<file path="config.mk">
export PLATFORM = sky130hd
export DESIGN_NAME = eco_gate_pipe
export DESIGN_NICKNAME = d
export VERILOG_FILES = /design/src/rtl/eco_gate_pkg.sv /design/src/rtl/eco_gate_cone.sv /design/src/rtl/eco_gate_pipe.sv
export SDC_FILE = /design/constraint.sdc
export NUM_CORES = 1
export LEC_CHECK = 0
export CAP_MARGIN = 0
export CORE_AREA = 5 5 47 49
export CTS_BUF_LIST = sky130_fd_sc_hd__clkbuf_4
export DETAILED_ROUTE_END_ITERATION = 10
export DIE_AREA = 0 0 52 54
export GPL_TIMING_DRIVEN = 0
export PLACE_DENSITY = 0.84
export SYNTH_ARGS = -nofsm -noshare
export SYNTH_HDL_FRONTEND = slang
export SYNTH_SLANG_ARGS = --single-unit
export TNS_END_PERCENT = 100
</file>
<file path="constraint.sdc">
create_clock -name clk -period 2.1 [get_ports clk]
set_input_delay 0.42 -clock clk [delete_from_list [all_inputs] [get_ports clk]]
set_output_delay 0.42 -clock clk [all_outputs]
set_load 0.01 [all_outputs]
</file>
<file path="src/rtl/eco_gate_pkg.sv">
// Shared types and constants for the eco_gate_pipe slice.
// Mode encodings, result type, stage bundle and MISR step.
package eco_gate_pkg;

  localparam logic [1:0] MODE_AND  = 2'b00;
  localparam logic [1:0] MODE_NAND = 2'b01;
  localparam logic [1:0] MODE_OR   = 2'b10;
  localparam logic [1:0] MODE_XNOR = 2'b11;

  localparam int          SIG_W    = 16;
  localparam logic [15:0] SIG_SEED = 16'h0000;

  typedef logic [2:0] res_t;

  typedef struct packed {
    logic vld;
    res_t res;
  } stage_t;

  function automatic logic [SIG_W-1:0] misr_next(
    input logic [SIG_W-1:0] s,
    input res_t             r
  );
    logic fb;
    fb = s[15] ^ s[13] ^ s[12] ^ s[10];
    return {s[14:0], fb} ^ {13'b0, r};
  endfunction

endpackage

</file>
<file path="src/rtl/eco_gate_cone.sv">
// Combinational gate cone: reduces a/b to a 3-bit result.
// Kept separate so an ECO can swap just this network.
module eco_gate_cone
  import eco_gate_pkg::*;
#(
  parameter int WIDTH = 5
) (
  input  logic [WIDTH-1:0] a,
  input  logic [WIDTH-1:0] b,
  input  logic [1:0]       mode,
  output res_t             y
);

  logic [WIDTH-1:0] mid;

  always_comb begin
    mid = '0;
    unique case (1'b1)
      (mode == MODE_AND):  mid = a & b;
      (mode == MODE_NAND): mid = ~(a & b);
      (mode == MODE_OR):   mid = a | b;
      (mode == MODE_XNOR): mid = ~(a ^ b);
      default:             mid = '0;
    endcase
  end

  assign y = {&(a | b), |mid, ^(a ^ b)};

endmodule

</file>
<file path="src/rtl/eco_gate_pipe.sv">
// Gate cone followed by a STAGES-deep valid/ready pipeline.
// Optional output MISR enabled by macro ECO_GATE_PIPE_SIG_EN.
module eco_gate_pipe
  import eco_gate_pkg::*;
#(
  parameter int WIDTH  = 5,
  parameter int STAGES = 2
) (
  input  logic             clk,
  input  logic             rst_n,
  input  logic             in_valid,
  output logic             in_ready,
  input  logic [WIDTH-1:0] a,
  input  logic [WIDTH-1:0] b,
  input  logic [1:0]       mode,
  output logic             out_valid,
  input  logic             out_ready,
  output logic [2:0]       y,
  input  logic             sig_clr,
  output logic [15:0]      sig
);

  res_t        cone_y;
  stage_t      stg [STAGES];
  stage_t      src [STAGES];
  logic [STAGES-1:0] rdy;

  eco_gate_cone #(.WIDTH(WIDTH)) u_cone (
    .a    (a),
    .b    (b),
    .mode (mode),
    .y    (cone_y)
  );

  // A stage can load unless it and everything after it is full
  // and the consumer is stalling.
  always_comb begin
    logic full_tail;
    full_tail = 1'b1;
    for (int i = STAGES - 1; i >= 0; i--) begin
      full_tail = full_tail & stg[i].vld;
      rdy[i]    = !full_tail | out_ready;
    end
  end

  always_comb begin
    src[0] = '{vld: in_valid, res: cone_y};
    for (int i = 1; i < STAGES; i++) begin
      src[i] = stg[i-1];
    end
  end

  // Result bits only update with a valid beat so y holds when idle.
  always_ff @(posedge clk or negedge rst_n) begin
    if (!rst_n) begin
      for (int i = 0; i < STAGES; i++) begin
        stg[i] <= '0;
      end
    end else begin
      for (int i = 0; i < STAGES; i++) begin
        if (rdy[i]) begin
          stg[i].vld <= src[i].vld;
          if (src[i].vld) begin
            stg[i].res <= src[i].res;
          end
        end
      end
    end
  end

  assign in_ready  = rdy[0];
  assign out_valid = stg[STAGES-1].vld;
  assign y         = stg[STAGES-1].res;

`ifdef ECO_GATE_PIPE_SIG_EN
  logic [SIG_W-1:0] sig_q;

  always_ff @(posedge clk or negedge rst_n) begin
    if (!rst_n) begin
      sig_q <= SIG_SEED;
    end else if (sig_clr) begin
      sig_q <= '0;
    end else if (out_valid && out_ready) begin
      sig_q <= misr_next(sig_q, y);
    end
  end

  assign sig = sig_q;
`else
  logic unused_sig_clr;
  assign unused_sig_clr = sig_clr;
  assign sig = 16'h0000;
`endif

endmodule

</file>
Word-level counts from Yosys, hierarchy flattened
Index checks and enable logic that the tools add are counted.
- multiplexer cells: 1
- reduce and logical (&&, ||, !) cells: 8
- eq/ne operators: 3
- bitwise gates (word level): 8
- operators with widths (cell ; count):
    $pmux 5 s4 ; 1
    $not 5->5 ; 2
    $and 5x5->5 ; 1
    $or 5x5->5 ; 1
    $reduce_and 5->1 ; 1
    $reduce_or 5->1 ; 1
    $reduce_xor 5->1 ; 1
    $xor 5x5->5 ; 1
    $eq 2x2->1 const B ; 2
    $reduce_and 2->1 ; 2
    $eq 2x1->1 const B ; 1
    $logic_not 1->1 ; 2
    $logic_not 2->1 ; 1
    $or 1x1->1 ; 2
    $and 1x1->1 ; 1
- register bits after elaboration: 8
- logic and storage cells: 24
- output and inout port bits: 21
- input bits: 17

Depth between registers and ports, before layout
Gate-level depths: netlist of the first run.
- word-level depth: 4
- mapped depth: 6
- depth with buffers taken out: 6

By module
A second synthesis of the first run with hierarchy kept.
- cells, all modules: 74
- area, all modules: 752.0 µm²
- modules (own cells, without submodules) (module ; instances ; area an instance (µm²) ; sequential area each (µm²) ; cells an instance):
    eco_gate_pipe ; 1 ; 473.0 ; 200.2 ; 37
    eco_gate_cone ; 1 ; 279.0 ; 0.0 ; 37

Least setup slack after synthesis of the first run
OpenSTA, ideal clock, no wires.
- path type: input to register
- start: input a[0]
- end: register stg, in the netlist src[1]
- required time: 1.976 ns
- data arrival time: 1.475 ns
- stages on the path: 5
- path buffers: 0
- slack: 0.501 ns
- path through: ha_1 > or4_4 > nor3_2 > nor4_1 > a211o_1
- longest elaborated chain between the ends: 4
- ends and longest elaborated chain (element ; line ; RTL):
    from (decl) ; eco_gate_pipe.sv:13 ; input logic [WIDTH-1:0] a,
    $xor 5x5->5 or $and 5x5->5 (tied branches) ; eco_gate_cone.sv:22, eco_gate_cone.sv:19, eco_gate_cone.sv:20 ;
    $not 5->5, on equally long branches ; eco_gate_cone.sv:22, eco_gate_cone.sv:20 ;
    $pmux 5 s4 (*) ; eco_gate_cone.sv:18 ; unique case (1'b1)
    $reduce_or 5->1 (*) ; eco_gate_cone.sv:27 ; assign y = {&(a | b), |mid, ^(a ^ b)};
    to (decl) ; eco_gate_pipe.sv:24 ; stage_t stg [STAGES];
Mark *: on every way between the ends. The rest lies on a longest branch, timed or not.
A chain may end at the register's enable or synchronous reset.

Worst setup path after layout of the first run
- start: input out_ready
- end: output in_ready
- longest elaborated chain between the ends: 1
- ends and longest elaborated chain (element ; line ; RTL):
    from (decl) ; eco_gate_pipe.sv:17 ; input logic out_ready,
    $or 1x1->1 ; eco_gate_pipe.sv:42 ; rdy[i] = !full_tail | out_ready;
    to (decl) ; eco_gate_pipe.sv:12 ; output logic in_ready,
No other way between the ends.

==> results of run 1 <==
==> power groups by stage <==
| stage | combinational (uW) | clock (uW) | sequential [uW] |
|---|---|---|---|
| finish | 224 | 116 | 207 |
| global route | 244 | 128 | 212 |
| CTS | 226 | 119 | 208 |
| detailed placement | 226 | 0 | 211 |
| global placement | 219 | 0 | 207 |
| floorplan | 121 | 0 | 217 |
==> per-layer routing <==
layer	up-vias	share of wire, %	wire (um)	global-route usage [%]
met3	2	6.9	89	1.94
met5	-	0	0	0
met4	0	1.5	19	5.24
li1	291	-	-	-
met2	22	56	728	19.7
met1	246	35	454	8.77
==> cells by family after synthesis <==
kind of cell,count (synthesis)
buffers and inverters,26
and+or+nand+nor,20
adders and majority gates,10
DFF,8
AOI/OAI and AO/OA,4
xor gates and xnor gates,4
muxes,3
other,1
==> critical path: cells and delay by family <==
kind                   cells  cell delay, ps
and+or+nand+nor            1             170
buffers and inverters      2            1030
==> final cells by class <==
class | instances | share of cell area (%)
clock buffers | 3 | 2.22
plain buffers | 16 | 11.8
well taps | 27 | 3.33
inverters | 10 | 3.69
repair buffers | 20 | 19.7
multi-input cells | 57 | 39.5
flip-flops and latches | 8 | 19.7
==> flip-flops by register name, indices dropped and copies added, names as in the netlist <==
register and flops:
y 3, out_valid 1, src 4
==> placed cells by master (no fill, tap or decap) <==
cell type / n
nand2b_1: 3
nand2_2: 1
o21ai_0: 1
nand2_1: 5
clkdlybuf4s50_1: 20
ha_1: 10
nor4_1: 1
a211o_1: 1
conb_1: 16
xor2_1: 1
nor3_2: 1
inv_1: 10
o31ai_1: 1
nand4_1: 3
or4_1: 1
mux2_2: 3
clkbuf_4: 3
nor2_1: 1
xnor2_1: 3
buf_4: 16
nand3b_1: 1
nor3b_1: 1
nor3_1: 1
or4_4: 1
dfrtp_1: 8
o21ai_1: 1
==> stage by stage <==
stage          power (uW)  TNS [ps]  cell area (sq um)  hold WS, ps  setup WS [ps]
5_1_grt               584         0               1020          474           32.5
6_report              547         0               1020          436           48.5
4_1_cts               553         0               1020          449           46.6
2_1_floorplan         338         0                759          124            501
3_5_place_dp          436     -26.3                993          479          -26.3
3_3_place_gp          426         0                993          463           15.1
==> worst paths after layout <==
path	end	slack (ps)	depth (start not counted)
max	in_ready	50	3
min	out_valid	440	1
min reg2reg	src[2]	490	2
max reg2reg	src[1]	920	4
min in group clk	src[2]	490	2
max in group asynchronous	y[0]	1410	1
==> flow_metrics.py, run 1 <==
metrics = {
    "outcome": {
        "outcome": "completed",
    },
    "setup_path": {
        "slowest_delay_ps": 560,
        "arrival_ps": 1630,
        "crit_top_cell": "clkdlybuf4s50_1",
        "start_kind": "input port",
        "r2r-start": "out_valid",
        "end_kind": "output pin",
        "path_class": "input port to output pin",
        "cp_cell_sequence": "clkdlybuf4s50_1, nand3b_1, clkdlybuf4s50_1",
        "cp_data_required_time_ps": 1680,
        "cpMaxStageDelayCell": "clkdlybuf4s50_1",
        "critPathMaxFanout": 3,
        "crit_start": "out_ready",
    },
    "pwr": {
        "p_switching_uw": 158,
        "powerDensity_nw_per_um2": 538,
        "p_clk_share_pct": 21.1,
        "seqPwrFrac_pct": 37.9,
        "combPwrFrac_pct": 41.0,
        "ir_drop_mv": 0.204,
        "swShare_pct": 28.9,
        "power.leakage_uw": 0.000528,
        "p_int_uw": 389,
    },
    "synthesis": {
        "synth_edf_count": 0,
        "yosysTopAreaCellShare_pct": 28.5,
        "synth_most_common_cell": "buf_4",
        "synthFlopType": "dfrtp_1",
        "synthSimpleGateAreaFrac_pct": 17.3,
        "async_reset_ff_share_pct": 100,
        "yosysUniqueCellTypes": 24,
        "syn_area_sq_um": 703,
        "synth_top_family_by_area": "buffers and inverters",
        "muxShareOfSynthArea_pct": 4.80,
        "synthTopCellsByArea": "dfrtp_1 (28%), ha_1 (18%), buf_4 (17%)",
        "avgSynthCellArea_sq_um": 9.25,
        "yosys_register_bits": 8,
        "synth_common_cells": "buf_4 (16), ha_1 (10), inv_1 (10)",
        "yosysTopAreaCell": "dfrtp_1",
        "syn_inst": 76,
        "ys_seq_area_share_pct": 28.5,
        "synthXorXnorAreaFrac_pct": 4.98,
        "yosysWarnings": 0,
        "synth_fa_ha_area_share_pct": 17.8,
        "synth_compound_area_share_pct": 3.74,
    },
    "cells_and_area": {
        "fillers": 162,
        "area_growth_pct": 44.5,
        "fin_util_pct": 55.8,
        "multi_input_area_sq_um": 402,
        "fin_nets": 143,
        "num_antenna_cells": 0,
        "fin_cells": 141,
        "register_area_sq_um": 200,
        "layout-drive-gt1-share_pct": 21.9,
    },
    "placed_design": {
        "place_hpwl_um": 1210,
        "gp_congestion": 0.684,
        "dp_cells": 138,
        "port_buffers": 20,
    },
    "routing": {
        "drc": 0,
        "dr.pass1.iters": 4,
        "ant_nets": 0,
        "post_drt_wl_per_cell_um": 9.16,
        "totalWireLength_um": 1290,
        "via_count": 561,
        "avgViaCountPerCell": 3.98,
        "drt_iter0_markers": 2,
    },
    "die": {
        "row_count": 16,
        "dieArea_sq_um": 2810,
        "fp.dieW_um": 52,
        "start_util_pct": 38.6,
        "die_h_um": 54,
        "num_io_pins": 38,
        "core_area_sq_um": 1820,
    },
    "sta": {
        "slew_viol_final": 0,
        "period_needed_ps": 2050,
        "rsz0062_at_grt": "false",
        "post-route-period-util_pct": 97.7,
        "report.final.setup_viol": 0,
        "hold_viol": 0,
        "max_freq_mhz": 487,
        "fin_skew_ps": 3.74,
    },
    "clocking": {
        "cts_root_buf": "clkbuf_4",
        "holdBufCountCts": 0,
        "cts_tree": "built",
        "htreeDepth": 1,
        "cts_buffer_depth": 2,
        "cts_resized": 0,
        "post_cts_buffers": 0,
        "clkSlewWorstSetupHoldPaths_ps": 50,
        "cts_sinks": 8,
        "clk-insertion-delay-late_ps": 250,
        "cts_buffers": 3,
    },
    "grt": {
        "grt_pass1_vias": 554,
        "antenna_found_initial": 0,
        "grt_overflow": 0,
        "gr-usage-all-layers_pct": 9.65,
        "grt_pass1_wl_um": 2010,
        "grt_max_degree": 9,
    },
    "hold_path": {
        "worstHoldPathType": "input port to asynchronous set/reset pin",
    },
    "run": {
        "maxCapViolations": 0,
    },
}
(Power assumes the default switching activity.)
==> inputs of run 2 (changes only) <==
CAP_MARGIN = 20   (was 0)
==> results of run 2 <==
Same layout as run 1: the final DEF is identical, and so are final timing and power.
